File: src/rtl/inst_fetch_unit.sv
// Instruction fetch stage: owns the PC, runs a single-outstanding request/ack/rsp
// handshake to instruction memory and buffers returned words for core32 decode.
module inst_fetch_unit #(
    parameter logic [31:0] RESET_VECTOR = 32'h0000_0000,
    parameter int unsigned FIFO_DEPTH   = 2
) (
    input  logic        clk,
    input  logic        reset,
    input  logic        reset_pc,
    input  logic        redirect_valid,
    input  logic [31:0] redirect_pc,
    output logic        inst_mem_req,
    output logic [31:0] inst_mem_addr,
    input  logic        inst_mem_req_ack,
    input  logic        inst_mem_rsp,
    input  logic [31:0] inst_mem_rdata,
    output logic        fetch_valid,
    output logic [31:0] fetch_inst,
    output logic [31:0] fetch_pc,
    input  logic        fetch_ready
);

    localparam int unsigned XLEN  = 32;
    localparam int unsigned PTR_W = (FIFO_DEPTH > 1) ? $clog2(FIFO_DEPTH) : 1;
    localparam int unsigned CNT_W = PTR_W + 1;

    localparam logic [1:0] ST_IDLE = 2'd0;
    localparam logic [1:0] ST_REQ  = 2'd1;
    localparam logic [1:0] ST_WAIT = 2'd2;

    logic [1:0]       state_q, state_d;
    logic [XLEN-1:0]  pc_q, pc_d;
    logic [XLEN-1:0]  addr_q, addr_d;
    logic             req_q, req_d;
    logic             drop_q, drop_d;

    logic [XLEN-1:0]  buf_inst_q [FIFO_DEPTH];
    logic [XLEN-1:0]  buf_inst_d [FIFO_DEPTH];
    logic [XLEN-1:0]  buf_pc_q   [FIFO_DEPTH];
    logic [XLEN-1:0]  buf_pc_d   [FIFO_DEPTH];
    logic [PTR_W-1:0] wr_ptr_q, wr_ptr_d;
    logic [PTR_W-1:0] rd_ptr_q, rd_ptr_d;
    logic [CNT_W-1:0] count_q, count_d;

    logic             fetch_valid_q, fetch_valid_d;
    logic [XLEN-1:0]  fetch_inst_q, fetch_inst_d;
    logic [XLEN-1:0]  fetch_pc_q, fetch_pc_d;

    logic             flush;
    logic [XLEN-1:0]  target;
    logic             push;
    logic             pop;
    logic             credit_ok;

    // Next-state logic for PC, request FSM, buffer and registered head
    always_comb begin
        flush  = reset_pc | redirect_valid;
        target = reset_pc ? RESET_VECTOR : (redirect_pc & 32'hFFFF_FFFC);
        push   = (state_q == ST_WAIT) && inst_mem_rsp && !drop_q && !flush;
        pop    = fetch_valid_q && fetch_ready && !flush;

        buf_inst_d = buf_inst_q;
        buf_pc_d   = buf_pc_q;
        wr_ptr_d   = wr_ptr_q;
        rd_ptr_d   = rd_ptr_q;
        count_d    = count_q;

        if (flush) begin
            wr_ptr_d = '0;
            rd_ptr_d = '0;
            count_d  = '0;
        end else begin
            if (push) begin
                buf_inst_d[wr_ptr_q] = inst_mem_rdata;
                buf_pc_d[wr_ptr_q]   = addr_q;
                wr_ptr_d             = wr_ptr_q + PTR_W'(1);
            end
            if (pop) begin
                rd_ptr_d = rd_ptr_q + PTR_W'(1);
            end
            count_d = count_q + CNT_W'(push) - CNT_W'(pop);
        end

        // Issue decisions are only taken with nothing in flight, so credit is the free space left
        credit_ok = (count_d < CNT_W'(FIFO_DEPTH));

        state_d = state_q;
        pc_d    = flush ? target : pc_q;
        drop_d  = drop_q;
        addr_d  = addr_q;

        case (state_q)
            ST_IDLE: begin
                if (!flush && credit_ok) begin
                    state_d = ST_REQ;
                end
            end
            ST_REQ: begin
                if (flush) begin
                    drop_d = 1'b1;
                end
                if (inst_mem_req_ack) begin
                    state_d = ST_WAIT;
                    if (!flush && !drop_q) begin
                        pc_d = pc_q + 32'd4;
                    end
                end
            end
            ST_WAIT: begin
                if (inst_mem_rsp) begin
                    drop_d  = 1'b0;
                    state_d = credit_ok ? ST_REQ : ST_IDLE;
                end else if (flush) begin
                    drop_d = 1'b1;
                end
            end
            default: begin
                state_d = ST_IDLE;
            end
        endcase

        // Address is captured on entry to REQ and held until the ack
        if ((state_d == ST_REQ) && (state_q != ST_REQ)) begin
            addr_d = pc_d;
        end
        req_d = (state_d == ST_REQ);

        fetch_valid_d = (count_d != '0);
        fetch_inst_d  = fetch_inst_q;
        fetch_pc_d    = fetch_pc_q;
        if (count_d != '0) begin
            fetch_inst_d = buf_inst_d[rd_ptr_d];
            fetch_pc_d   = buf_pc_d[rd_ptr_d];
        end
    end

    always_ff @(posedge clk or posedge reset) begin
        if (reset) begin
            state_q       <= ST_IDLE;
            pc_q          <= RESET_VECTOR;
            addr_q        <= RESET_VECTOR;
            req_q         <= 1'b0;
            drop_q        <= 1'b0;
            buf_inst_q    <= '{default: '0};
            buf_pc_q      <= '{default: '0};
            wr_ptr_q      <= '0;
            rd_ptr_q      <= '0;
            count_q       <= '0;
            fetch_valid_q <= 1'b0;
            fetch_inst_q  <= '0;
            fetch_pc_q    <= '0;
        end else begin
            state_q       <= state_d;
            pc_q          <= pc_d;
            addr_q        <= addr_d;
            req_q         <= req_d;
            drop_q        <= drop_d;
            buf_inst_q    <= buf_inst_d;
            buf_pc_q      <= buf_pc_d;
            wr_ptr_q      <= wr_ptr_d;
            rd_ptr_q      <= rd_ptr_d;
            count_q       <= count_d;
            fetch_valid_q <= fetch_valid_d;
            fetch_inst_q  <= fetch_inst_d;
            fetch_pc_q    <= fetch_pc_d;
        end
    end

    assign inst_mem_req  = req_q;
    assign inst_mem_addr = addr_q;
    assign fetch_valid   = fetch_valid_q;
    assign fetch_inst    = fetch_inst_q;
    assign fetch_pc      = fetch_pc_q;

endmodule
File: config.mk
export PLATFORM = sky130hd
export DESIGN_NAME = inst_fetch_unit
export DESIGN_NICKNAME = d
export VERILOG_FILES = /design/src/rtl/inst_fetch_unit.sv
export SDC_FILE = /design/constraint.sdc
export NUM_CORES = 1
export LEC_CHECK = 0
export CAP_MARGIN = 15
export CORE_MARGIN = 4
export CORE_UTILIZATION = 34
export CTS_BUF_LIST = sky130_fd_sc_hd__clkbuf_4
export CTS_CLUSTER_DIAMETER = 40
export DETAILED_ROUTE_END_ITERATION = 16
export PLACE_DENSITY = 0.55
export SKIP_CTS_REPAIR_TIMING = 1
export SLEW_MARGIN = 10
export SYNTH_ARGS = -nofsm -noshare
export SYNTH_HDL_FRONTEND = slang
export SYNTH_SLANG_ARGS = --single-unit
export TNS_END_PERCENT = 5
File: constraint.sdc
create_clock -name clk -period 23.9 [get_ports clk]
set_input_delay 4.78 -clock clk [delete_from_list [all_inputs] [get_ports clk]]
set_output_delay 4.78 -clock clk [all_outputs]
set_load 0.02 [all_outputs]
# Yosys cells after proc, flatten, opt, wreduce, memory -nomap -nowiden
# Cells that the tools add are included.
# word_totals
reg_bits,265
output_inout_bits,98
# classes
addsub,5
order_cmp,4
eq_ne,4
n_mux,32
n_bitwise,3
reduce_logical,15
# ops
op,count
$mux W32,12
$mux W64,4
$bwmux W64,2
$add A32 B3 Y32 const B,1
$demux W32 S1,1
$logic_and A1 B1 Y1,9
$mux W2,4
$mux W1,7
$pmux W2 S3,1
$reduce_bool A2 Y1,3
$eq A2 B1 Y1 const B,2
$ge A2 B2 Y1 const B,2
$not A1 Y2,2
$add A1 B1 Y1 const B,2
$add A2 B1 Y2,1
$eq A2 B2 Y1 const B,1
$logic_not A1 Y1,2
$logic_not A2 Y1,1
$lt A2 B1 Y1 const B,1
$lt A2 B2 Y1 const B,1
$ne A2 B1 Y1 const B,1
$pmux W1 S2,1
$sub A2 B1 Y2,1
$or A1 B1 Y1,1

# Longest topological paths before layout
# logic_depth
ltp_word,13
mapped_depth,16
mapped_depth_nobuf,13

# Worst setup path after synthesis
# No wires, ideal clock.
# synth_timing
kind,input-to-reg
start,in reset_pc
end,reg addr_q[13] (netlist: inst_mem_addr[13])
arrival_time_ns,7.196
path_slack_ns,16.579
path_stages,12
path_buffers,2
cell_sequence,or2_1 -> clkbuf_1 -> nor2_1 -> ha_1 -> inv_1 -> ha_1 -> xor3_1 -> o21ai_1 -> a211oi_2 -> a2111oi_4 -> buf_4 -> mux2_2
# synth_via
elab_chain_len,12
elab_cells_between_ends,21
classes_between,add/sub: 2; order compare: 1; eq/ne: 1; mux: 10; bitwise: 1; reduce/logical: 6
# synth_lines
element,line,source
from (decl),9,"input logic reset_pc,"
$or A1 B1 Y1 (*),57,flush = reset_pc | redirect_valid;
$logic_not A1 Y1,"59, 60, 94",
$logic_and A1 B1 Y1,59,push = (state_q == ST_WAIT) && inst_mem_rsp && !drop_q && !flush;
$add A2 B1 Y2,81,count_d = count_q + CNT_W'(push) - CNT_W'(pop);
$sub A2 B1 Y2,81,
$mux W2,68,if (flush) begin
$lt A2 B2 Y1,85,credit_ok = (count_d < CNT_W'(FIFO_DEPTH));
$logic_and A1 B1 Y1 (*),94,if (!flush && credit_ok) begin
$mux W2 (*),94,
$pmux W2 S3 (*),92,case (state_q)
via state_d[1],31,"logic [1:0] state_q, state_d;"
$eq A2 B1 Y1 (*),123,if ((state_d == ST_REQ) && (state_q != ST_REQ)) begin
$logic_and A1 B1 Y1 (*),123,
to (signal assigned),155,addr_q <= addr_d;
to (decl),33,"logic [XLEN-1:0] addr_q, addr_d;"
# The timed path passes the listed nets; every way through them passes the cells marked *.
# A chain may end at the register's enable or synchronous reset.

# Final worst setup path
# layout_timing
start,in reset_pc
end,reg fetch_inst_q[12] (netlist: fetch_inst[12])
# layout_via
elab_cells_between_ends,16
classes_between,add/sub: 2; mux: 8; bitwise: 2; reduce/logical: 4
# layout_lines
element,line,source
$or A1 B1 Y1 (*),57,
$logic_not A1 Y1,"59, 60",
$logic_and A1 B1 Y1,59,
$add A2 B1 Y2,81,
$sub A2 B1 Y2,81,
$mux W2 (*),68,
via count_d[1],43,"logic [CNT_W-1:0] count_q, count_d;"
$reduce_bool A2 Y1 (*),131,if (count_d != '0) begin
to (signal assigned),164,fetch_inst_q <= fetch_inst_d;
to (decl),46,"logic [XLEN-1:0] fetch_inst_q, fetch_inst_d;"
# The timed path passes the listed nets; every way through them passes the cells marked *. The select of a mux whose other input is x is not followed.

==> metrics <==
status finished clean; I/O Pins ~170; total grt overflow 0; DRC viols 0; Seq. cell area 6630 sq um; total track usage 15.6%; first-pass GRT wire length 45.8 mm; clk_skew 0.0412 ns; sequential fraction of the synthesis area 57.8%; Die H around 190 microns; die area 36700 sq um; hold path depth 2; reg-to-reg setup timing slack 19.94 ns; DR iter-0 viols 261; area of the multi-input gates approximately 4600 sq um; CP Capture Type register; Max transition margin between 30% and 40%; crit path launch type input pin; post-route ant nets 0; final count of pins violating max slew 0; P_leak between 7 and 8 nW; max capacitance violation total 0; Setup CP Type input pin to register; Max Clk Rate 0.120 GHz; Pre-antenna DRT Iters 4; syn avg cell area 12.6 sq um; PnR worst setup slack 15.57 ns; placed insts 1476; Final Wtd Congestion 0.870; CP Data Required Time 24.39 ns; EDFF count, synth 0; Synth area leaders dfrtp_1 58%, mux2_2 13%, mux2i_1 5.9%, o21ai_0 2.9%, nand2_1 2.8%; Routed WL 27.8 mm; Worst-Margin Slew 0.973 ns; worst r2r src state_q[0]; Hold Fails Final Rpt 0; crit path DAT 8.82 ns; hold worst-path end fetch_pc[12]; pin count of the biggest net entering global routing 147; Util after Layout between 40% and 50%; fin crit share 34.9%; Worst VDD drop 42.3 uV; core box area 32900 sq um; CTS max path bufs 3; initial cell density of the core 34.9%; synthesized flop and latch total 265; Setup violations, final 0; Hold Startpoint fetch_pc[12]; Clock transition at path regs roughly 0.060 ns; total nets after synthesis 988; H-tree depth 3; r2r endpoint fetch_inst[12]; most frequent cell after synthesis dfrtp_1; Post-Layout Cell Count between 1500 and 2000; vias per cell approximately 4.9; Synth cell types 54; pwr dens 79.0 nW/um^2; dpl ws 14.81 ns; Die Span X 192 microns; Syn. warnings 0; initial antenna violation count 2; FILL cells 3211; total CTS buffers 78; commonest cells in the synthesized netlist 265 x dfrtp_1, 133 x mux2_2, 85 x nand2_1; area leader, netlist dfrtp_1; Async SR Flop Fraction 100%; detailed placement HPWL 17.7 mm; WL/cell 17.2 microns; row count 66; total number of vias 7866; Post-Route Setup TNS 0 ns; Clock Latency Late Sink 0.68 ns; Clk Tree Root Cell clkbuf_4; ys flop type dfrtp_1; RSZ-0062 raised after global routing false; Hold Crit Class register to register; vias in the first global route about 8400; layout cells sized above 1 24.3%; Worst Reg-to-Reg Cells 13; cell area after synthesis 11500 sq um; Mapped Cells 910; I/O Buffers around 170; Max FO, Critical Path 87; crit path time final 8.33 ns; top-area cell type share of the netlist area 57.8%; clock sinks 265; synth-to-layout area growth 27.3%; nets around 1200; CTS tree built
==> critical path, stage by stage <==
cell	delay (ns)
clkdlybuf4s50_1	0.46
buf_4	0.34
or2_1	0.41
nor2_1	0.10
ha_1	0.30
inv_1	0.06
ha_1	0.15
xor3_1	0.26
nand2_1	0.11
inv_1	0.08
nor2_4	0.74
buf_4	0.77
o21ai_0	0.23
==> state kept, by name, summed over array words and instances (netlist names) <==
| register | cells |
|---|---|
| buf_inst_q | 64 |
| buf_pc_q | 64 |
| fetch_inst | 32 |
| fetch_pc | 32 |
| inst_mem_addr | 32 |
| pc_q | 32 |
| count_q | 2 |
| state_q | 2 |
| drop_q | 1 |
| fetch_valid | 1 |
| inst_mem_req | 1 |
| rd_ptr_q | 1 |
| wr_ptr_q | 1 |
==> stage by stage <==
stage	total power [mW]	cell area, sq um	hold slack (ns)
floorplan	0.651	11500	0.446
global placement	0.738	13600	0.462
detailed placement	0.741	13600	0.466
CTS	1.19	14600	0.479
global route	1.23	14600	0.500
finish	1.15	14600	0.476
==> where the power goes <==
group	switching (mW)	internal, mW	total (mW)
Sequential	0.0333	0.492	0.525
Clock	0.190	0.236	0.426
Combinational	0.101	0.100	0.202
==> cell type report <==
type,instances,share of cell area [%]
clock inverters,23,0.806
inverters,14,0.412
flip-flops and latches,265,45.5
well taps,442,3.79
multi-input cells,578,31.4
repair buffers,177,12.0
clock buffers,118,6.07
diodes,1,0.0172
==> metal layers <==
metal / routed length, microns / vias to the layer above / global-route usage, %
li1: - / 3719 / -
met1: 12000 / 3864 / 20.2
met2: 12800 / 211 / 23.8
met3: 2250 / 70 / 5.76
met4: 787 / 2 / 6.05
met5: 14 / - / 0
==> how the worst max path moves through the flow <==
stage	to	slack, ns	cells past startpoint	from
detailed placement	fetch_inst[12]	14.81	13	reset_pc
floorplan	buf_inst_q[0]	11.82	1	reset
finish	fetch_inst[12]	15.57	13	reset_pc
global route	fetch_inst[29]	15.21	13	reset_pc
CTS	fetch_inst[12]	15.55	13	reset_pc
global placement	inst_mem_addr[19]	14.87	13	reset_pc
==> kinds of logic (layout without fill, tap and decap cells) <==
kind of cell | count (synthesis) | in the layout | share of synthesized area [%]
xor+xnor | 17 | 17 | 1.43
simple gates | 200 | 200 | 8.74
other cells | 0 | 1 | 0
buf+inv | 67 | 332 | 2.48
compound gates | 126 | 126 | 7.09
flops | 265 | 265 | 57.8
fa+ha+maj | 7 | 7 | 0.764
mux | 228 | 228 | 21.7
==> cells in the final DEF, fill, tap and decap left out, types with 3 or more instances in the layout <==
| cell | instances |
|---|---|
| inv_1 | 13 |
| nor2b_1 | 3 |
| a21oi_1 | 10 |
| o21ai_0 | 66 |
| a211oi_1 | 11 |
| and3_1 | 6 |
| nand3_1 | 15 |
| o311ai_0 | 3 |
| dfrtp_1 | 265 |
| nor2_1 | 28 |
| a311oi_2 | 3 |
| inv_2 | 4 |
| o211ai_1 | 6 |
| a31oi_1 | 4 |
| mux2_2 | 133 |
| nand4_1 | 12 |
| xor2_1 | 6 |
| or4_1 | 10 |
| and2_1 | 9 |
| clkbuf_4 | 118 |
| nor4_1 | 8 |
| mux2_1 | 27 |
| and4_1 | 3 |
| or3_1 | 5 |
| ha_1 | 7 |
| nor3_1 | 4 |
| clkinv_2 | 4 |
| clkinv_1 | 14 |
| buf_4 | 10 |
| nand2_1 | 84 |
| clkdlybuf4s50_1 | 166 |
| o31ai_1 | 3 |
| mux2i_1 | 68 |
| a311oi_1 | 3 |
| xnor2_1 | 10 |
Note: power is estimated with default switching activity, not from simulation.
